`config.mk`:
```
export PLATFORM = sky130hd
export DESIGN_NAME = run_ctrl
export DESIGN_NICKNAME = d
export VERILOG_FILES = /design/src/rtl/run_ctrl_pkg.sv /design/src/rtl/run_ctrl_jump_lut.sv /design/src/rtl/run_ctrl.sv
export SDC_FILE = /design/constraint.sdc
export NUM_CORES = 1
export LEC_CHECK = 0
export ABC_AREA = 0
export BUFFER_PORTS_ARGS = -buffer_cell sky130_fd_sc_hd__clkbuf_2
export CORE_ASPECT_RATIO = 1.1
export CORE_MARGIN = 5
export CORE_UTILIZATION = 35
export CTS_CLUSTER_DIAMETER = 100
export CTS_CLUSTER_SIZE = 25
export DETAILED_ROUTE_END_ITERATION = 8
export GPL_TIMING_DRIVEN = 1
export SLEW_MARGIN = 20
export SYNTH_ARGS = -nofsm -noshare
export SYNTH_HDL_FRONTEND = slang
export SYNTH_SLANG_ARGS = --single-unit
```
`constraint.sdc`:
```
create_clock -name Clk -period 4.55 [get_ports Clk]
set_input_delay 1.1375 -clock Clk [delete_from_list [all_inputs] [get_ports Clk]]
set_output_delay 1.1375 -clock Clk [all_outputs]
set_load 0.05 [all_outputs]
```
`src/rtl/run_ctrl_pkg.sv`:
```
// Shared types and constants for the run controller: FSM states, branch
// encoding and the jump-target table that the assembler tables also use.
package run_ctrl_pkg;

   typedef enum logic [2:0] {
      IDLE   = 3'd0,
      LAUNCH = 3'd1,
      PRIME  = 3'd2,
      RUN    = 3'd3,
      DONE   = 3'd4
   } state_t;

   localparam logic [2:0] BR_OPCODE = 3'b111;

   typedef enum logic [1:0] {
      CC_ALWAYS = 2'b00,
      CC_ZERO   = 2'b01,
      CC_NEG    = 2'b10,
      CC_NZERO  = 2'b11
   } cond_t;

   localparam logic [7:0] JUMP_LUT [16] = '{
      8'd5,   8'd17,  8'd29,  8'd40,  8'd52,  8'd63,  8'd77,  8'd90,
      8'd101, 8'd118, 8'd130, 8'd147, 8'd166, 8'd181, 8'd200, 8'd233
   };

   function automatic logic cond_met(input cond_t cc, input logic z, input logic n);
      logic met;
      met = 1'b0;
      case (cc)
         CC_ALWAYS: met = 1'b1;
         CC_ZERO:   met = z;
         CC_NEG:    met = n;
         CC_NZERO:  met = ~z;
         default:   met = 1'b0;
      endcase
      return met;
   endfunction

endpackage

```
`src/rtl/run_ctrl_jump_lut.sv`:
```
// Combinational branch-target lookup: 4-bit index into the shared
// 16-entry jump table.
module jump_lut
   import run_ctrl_pkg::*;
(
   input  logic [3:0] idx,
   output logic [7:0] target
);

   assign target = JUMP_LUT[idx];

endmodule

```
`src/rtl/run_ctrl.sv`:
```
// Run sequencer and branch resolver for the program counter / ROM pair.
// Optional retired-cycle counter built only with RUN_CTRL_CYCLE_COUNT_EN.
module run_ctrl
   import run_ctrl_pkg::*;
#(
   parameter int WDOG_MAX = 1023,
   parameter int CYC_W    = 16
) (
   input  logic             Clk,
   input  logic             Reset_n,
   input  logic             Req,
   input  logic [1:0]       Problem_in,
   output logic             Ack,
   output logic             Timeout,
   output logic             start,
   output logic [1:0]       problem,
   input  logic [7:0]       PC,
   input  logic [8:0]       Instruction,
   input  logic             pc_done_flag,
   input  logic             Zero_in,
   input  logic             Neg_in,
   input  logic             Flag_we,
   output logic             Jen,
   output logic [7:0]       Jump,
   output logic [7:0]       PC_prev,
   output logic [CYC_W-1:0] Cycles,
   output state_t           state_dbg
);

   localparam int WD_W = ($clog2(WDOG_MAX + 1) > 10) ? $clog2(WDOG_MAX + 1) : 10;

   state_t          state, state_next;
   logic [1:0]      problem_r;
   logic            z_r, n_r;
   logic [WD_W-1:0] wdog;
   logic            timeout_r;
   logic            wdog_hit;
   logic            taken;
   logic [7:0]      lut_target;

   jump_lut u_jump_lut (
      .idx    (Instruction[3:0]),
      .target (lut_target)
   );

   assign wdog_hit = (wdog == WD_W'(WDOG_MAX - 1));
   assign taken    = (Instruction[8:6] == BR_OPCODE) &&
                     cond_met(cond_t'(Instruction[5:4]), z_r, n_r);

   always_ff @(posedge Clk or negedge Reset_n) begin
      if (!Reset_n) state <= IDLE;
      else          state <= state_next;
   end

   // Req/Ack is a four-phase level handshake: Req rises and is held until
   // Ack rises; Ack is held until Req falls; Req falling mid-run is ignored.
   always_comb begin
      state_next = state;
      Jen        = 1'b0;
      Jump       = 8'h00;
      PC_prev    = PC;
      case (state)
         IDLE: begin
            Jen  = 1'b1;
            Jump = PC;
            if (Req) state_next = LAUNCH;
         end
         LAUNCH: state_next = PRIME;
         PRIME:  state_next = RUN;
         RUN: begin
            if (taken) begin
               Jen  = 1'b1;
               Jump = lut_target;
            end
            if (pc_done_flag || wdog_hit) state_next = DONE;
         end
         DONE: begin
            Jen  = 1'b1;
            Jump = PC;
            if (!Req) state_next = IDLE;
         end
         default: state_next = IDLE;
      endcase
      // Reset forces the PC-facing outputs low immediately, not at the next edge.
      if (!Reset_n) begin
         Jen     = 1'b0;
         Jump    = 8'h00;
         PC_prev = 8'h00;
      end
   end

   always_ff @(posedge Clk or negedge Reset_n) begin
      if (!Reset_n) begin
         problem_r <= 2'b00;
         z_r       <= 1'b0;
         n_r       <= 1'b0;
         wdog      <= '0;
         timeout_r <= 1'b0;
      end else begin
         if (state == IDLE && Req) problem_r <= Problem_in;
         if (state == LAUNCH) begin
            z_r       <= 1'b0;
            n_r       <= 1'b0;
            wdog      <= '0;
            timeout_r <= 1'b0;
         end else if (state == RUN) begin
            if (Flag_we) begin
               z_r <= Zero_in;
               n_r <= Neg_in;
            end
            wdog <= wdog + 1'b1;
            // A coincident done flag takes priority over the watchdog.
            if (wdog_hit && !pc_done_flag) timeout_r <= 1'b1;
         end
      end
   end

`ifdef RUN_CTRL_CYCLE_COUNT_EN
   logic [CYC_W-1:0] cyc;

   always_ff @(posedge Clk or negedge Reset_n) begin
      if (!Reset_n)                     cyc <= '0;
      else if (state == LAUNCH)         cyc <= '0;
      else if (state == RUN && ~&cyc)   cyc <= cyc + 1'b1;
   end

   assign Cycles = cyc;
`else
   assign Cycles = '0;
`endif

   assign start     = (state == LAUNCH);
   assign Ack       = (state == DONE);
   assign Timeout   = timeout_r && (state == DONE);
   assign problem   = problem_r;
   assign state_dbg = state;

endmodule

```
[After elaboration in Yosys (flattened, before gate mapping)]
Memory sizes are Yosys's and may differ from the RTL's.
Index checks and enable logic that the tools add are counted.
Word-level totals
  register bits after elaboration: 18
  ROM bits: 128
  input port bits: 26
  output and inout port bits: 41
  word-level logic and storage cells: 63
  memories kept: 1
Memory list
  (name not given): words 16, bits a word 8, rd ports 1, clocked after memory_dff 0, write ports 0, RTL line run_ctrl_jump_lut.sv:10  | assign target = JUMP_LUT[idx];
Operators by class
  add/sub/neg operators: 1
  magnitude comparators: 1
  equal/unequal tests: 12
  mux-type cells: 25
  bitwise operators: 2
  reductions and logical operators: 15
Operators with widths (number)
  $mux 8: 5
  $mux 10: 2
  $pmux 8 s2: 1
  $pmux 3 s5: 1
  $mux 1: 11
  $add 10x1->10 const B: 1
  $eq 10x10->1 const B: 1
  $mux 3: 3
  $eq 3x2->1 const B: 2
  $eq 3x3->1 const B: 2
  $ne 2x2->1 const B: 3
  $reduce_bool 2->1: 3
  $ge 5x5->1 const B: 1
  $not 4->5: 1
  $eq 2x2->1 const B: 2
  $logic_and 1x1->1: 4
  $pmux 1 s4: 1
  $reduce_and 2->1: 2
  $eq 3x1->1 const B: 1
  $logic_not 3->1: 1
  $reduce_and 3->1: 1
  $eq 2x1->1 const B: 1
  $logic_not 2->1: 1
  $pmux 1 s2: 1
  4 further kinds: 4

[Logic depth before layout (Yosys ltp)]
  depth after elaboration: 7
  mapped depth: 7
  gate-level depth less buffers: 6

[Cells and area by module]
Synthesis repeated with hierarchy kept, for this count alone.
Unflattened totals
  cells, all modules: 168
  area, all modules: 1485.2 sq um
Modules (own cells, without submodules)
  run_ctrl: times used 1, cells an instance 130, area each 1191.1 sq um, seq. area each 450.4 sq um
  jump_lut: times used 1, cells an instance 38, area each 294.0 sq um, seq. area each 0.0 sq um

[Worst setup path after synthesis]
Ideal clock, no wire load.
  path kind: input-to-output
  from: in Instruction[4]
  to: out Jump[2]
  arrival: 2782 ps
  required time: 3413 ps
  setup slack: 631 ps
  stages: 4
  path buffers: 0
  cell sequence: nand2b_1 > a31oi_1 > nand3_2 > o21ai_0
Between the ends
  word-level cells in the longest chain between the ends: 6
  elaborated cells between the ends (all ways): 9
  classes of those cells: eq/ne (3); mux (4); reduce/logical (2)
RTL lines
  start: declaration: RTL line run_ctrl.sv:18  | input logic [8:0] Instruction,
  $eq 2x2->1 (tied with other cells): RTL line run_ctrl_pkg.sv:30  | case (cc)
  $pmux 1 s4 *: RTL line run_ctrl_pkg.sv:30
  $logic_and 1x1->1 *: RTL line run_ctrl.sv:47  | assign taken = (Instruction[8:6] == BR_OPCODE) &&
  $mux 8 *: RTL line run_ctrl.sv:71  | if (taken) begin
  $pmux 8 s2 *: RTL line run_ctrl.sv:62  | case (state)
  $mux 8 *: RTL line run_ctrl.sv:85  | if (!Reset_n) begin
  end: declaration: RTL line run_ctrl.sv:24  | output logic [7:0] Jump,
Mark *: on every way between the ends. The rest lies on a longest branch, timed or not.

[Final worst setup path]
  from: in Instruction[1]
  to: out Jump[4]
Between the ends
  word-level cells in the longest chain between the ends: 7
RTL lines (RTL line)
  $not 4->5 (not written as such): run_ctrl_jump_lut.sv:10
  $mem_v2 16x8
  $mux 8 (not written as such) (2 in series): run_ctrl_jump_lut.sv:10
  $mux 8: run_ctrl.sv:71
  $pmux 8 s2: run_ctrl.sv:62
  $mux 8: run_ctrl.sv:85
No other way between the ends. The select of a mux whose other input is x is not followed.

==> metrics.md <==
| Metric | Value |
|---|---|
| Run status | finished clean |
| Synth Warn # | 0 |
| Leakage | 0.917 nW |
| Syn Inst Count | 187 |
| Slowest Stage Delay on Critical Path | 0.34 ns |
| Final-stage net count | 273 |
| Top FF cell, synth | dfrtp_1 |
| Post-CTS sizing | 0 |
| H-tree depth | 1 |
| CP max stage cell | ha_1 |
| Post-synthesis mux area share | 3.40% |
| RSZ-0062 raised after global routing | no |
| CTS tree | built |
| Final non-filler cell total | 287 |
| Critical path launch point type | primary input |
| Ports | 67 |
| Worst setup EP type | primary output |
| Setup TNS | 0 ns |
| Final setup fails | 0 |
| Number of diodes | 0 |
| Power per Cell Area | 465 nW/um2 |
| Layout area overhead | 17.1% |
| CTS Hold Bufs | 0 |
| Most frequent CP cell | clkbuf_2 |
| HPWL after DPL | 2830 um |
| Routability cong. | 0.806 |
| Max-cap violations | 0 |
| Final Hold Vio Count | 0 |
| Clock Latency Late Sink | 0.25 ns |
| F_max | 276 MHz |
| Die Wd | 73.4 um |
| Total track usage | 12.4% |
| Wirelength per Cell | 12.6 um |
| Post-synth ARST share | 100% |
| Die Ht | 79.7 um |
| Xor and xnor area share after synthesis | 0% |
| Drt initial violations | 45 |
| First-pass iteration count of the detailed router | 4 |
| Peak supply drop | 0.259 mV |
| Sequential fraction of the synthesis area | 29.1% |
| IO Port Bufs | 50 |
| Residual DRC | 0 |
| Synth Cell Area | 1550 um2 |
| Main combinational cell family by area after synthesis | simple AND/OR/NAND/NOR gates |
| Slew Limit Fails | 0 |
| Hold WC Path Type | reg -> reg |
| Initial Util | 36.1% |
| Clock sinks | 18 |
| Routed vias | 1416 |
| TritonCTS Buffers | 3 |
| CTS Root Cell | clkbuf_8 |
| Gr ovfl total | 0 |
| Synthesized area per cell | 8.28 um2 |
| Placed Instances | 284 |
| Site Rows | 25 |
| Fin crit period | 3.62 ns |
| Full die area | 5850 um2 |
| Core Box Area | 4290 um2 |
| Max_slew headroom | 52.2% |
| DRT Wirelength | 3610 um |
| Register bit total from synthesis | 18 |
| Bufs on Longest Clock Path | 2 |
| First-pass GRT wire length | 5910 um |
| Share of cells above drive strength 1 | 26.6% |
| Tcrit/Tclk final | 79.6% |
| Crit path max fanout | 8 |
| Antenna-violating nets left | 0 |
| Fillers | 466 |
| Crit Path Class | in -> out |
| DR vias/cell | 4.93 |
| Critical Path RT | 3.41 ns |
| Post-synthesis simple-gate area fraction | 24.7% |
| Synth Area in Compound Gates | 20.2% |
| Post-synthesis adder-cell area fraction | 9.70% |
| Clk_skew | 0.00440 ns |
| Tot Pwr | 842 uW |
| Number of flops mapped to enable cells by yosys | 0 |
| CP arrival | 2.48 ns |
| Clock transition at path regs | 0.07 ns |
| Slew @ Worst Pin | 0.714 ns |
| Largest net degree at the start of global routing | 20 |
| Crit-path cells | clkbuf_2, inv_1, ha_1, nor2_1, a21oi_1, o21ai_0, o2bb2ai_1, clkbuf_2 |
| Initial antenna violation count | 0 |
| Vias in the first global route | 1309 |
| Post-CTS setup buffer count | 0 |
| Library cells used by synthesis | 42 |
==> per-stage QoR <==
step	util, %	setup WS (ns)	hold WS [ns]	instance area [um2]
4_1_cts	42.3	0.925	0.499	1810
3_5_place_dp	41.3	0.929	0.483	1770
2_1_floorplan	-	0.631	0.455	1600
3_3_place_gp	41.3	0.949	0.476	1770
6_report	42.3	0.930	0.493	1810
5_1_grt	42.3	0.762	0.525	1810
==> cells in the mapped netlist (all sizes together) (3+ instances only) <==
master	n	area (um2)
o211ai	3	22.5
o21ai	12	60.1
a22o	3	26.3
o2bb2ai	7	61.3
nand2	16	60.1
inv	10	37.5
dfrtp	18	450
mux2i	3	30.0
nand2b	4	25.0
and3	5	36.3
nor2	15	56.3
buf	21	151
nand3	8	50.1
a21oi	10	50.1
and2	10	62.6
ha	12	150
==> final timing paths <==
path | start | endpoint | slack, ns | cells after the start
max | Instruction[1] | Jump[4] | 0.93 | 8
min in group asynchronous | Reset_n | wdog[8] | 0.77 | 1
min | timeout_r | timeout_r | 0.49 | 2
max reg2reg | wdog[0] | wdog[8] | 2.86 | 5
max in group asynchronous | Reset_n | wdog[2] | 3.29 | 2
min reg2reg | timeout_r | timeout_r | 0.49 | 2
==> cell usage in the layout (no fill, tap or decap), drive strengths merged, types with 5 or more instances in the layout <==
cell type	synthesis	layout
clkbuf	2	53
nand3	8	8
nand2	16	16
and3	5	5
conb	1	16
ha	12	12
dfrtp	18	18
nor2	15	15
o21ai	12	12
and2	10	10
a21oi	10	10
o2bb2ai	7	7
inv	10	10
==> registers in the layout, indices dropped and copies added (netlist names) <==
signal and count:
state_dbg 3, z_r 1, n_r 1, wdog 10, timeout_r 1, problem 2
==> cells by family after synthesis <==
| family | Yosys count |
|---|---|
| mux | 5 |
| simple gates | 71 |
| fa+ha+maj | 12 |
| compound gates | 47 |
| other cells | 1 |
| flops | 18 |
| buf+inv | 33 |
==> critical path, delay by kind of cell <==
family,cells,cell delay [ns]
buffers and inverters,3,0.61
and+or+nand+nor,1,0.05
adders and majority gates,1,0.34
AOI/OAI and AO/OA,3,0.35
==> routing by layer <==
layer	up-vias	global-route usage (%)	wire length [um]	share of wire, %
met4	0	3.26	36	1.0
met5	-	0	0	0
met1	649	15.4	1540	43
li1	722	-	-	-
met2	39	22.2	1770	49
met3	6	1.89	263	7.3
==> power by group <==
| group | switching (mW) | internal (mW) | total (mW) |
|---|---|---|---|
| Sequential | 0.0663 | 0.205 | 0.271 |
| Combinational | 0.339 | 0.122 | 0.461 |
| Clock | 0.0508 | 0.0587 | 0.109 |
| Total | 0.456 | 0.386 | 0.842 |
==> cell type report <==
class / count / area, um2 / area share (%)
clock buffers: 3 / 41.3 / 2.28
inverters: 10 / 37.5 / 2.07
multi-input cells: 151 / 957 / 52.8
flip-flops and latches: 18 / 450 / 24.9
well taps: 54 / 67.6 / 3.73
repair buffers: 51 / 258 / 14.2
Note: power is estimated with default switching activity, not from simulation.
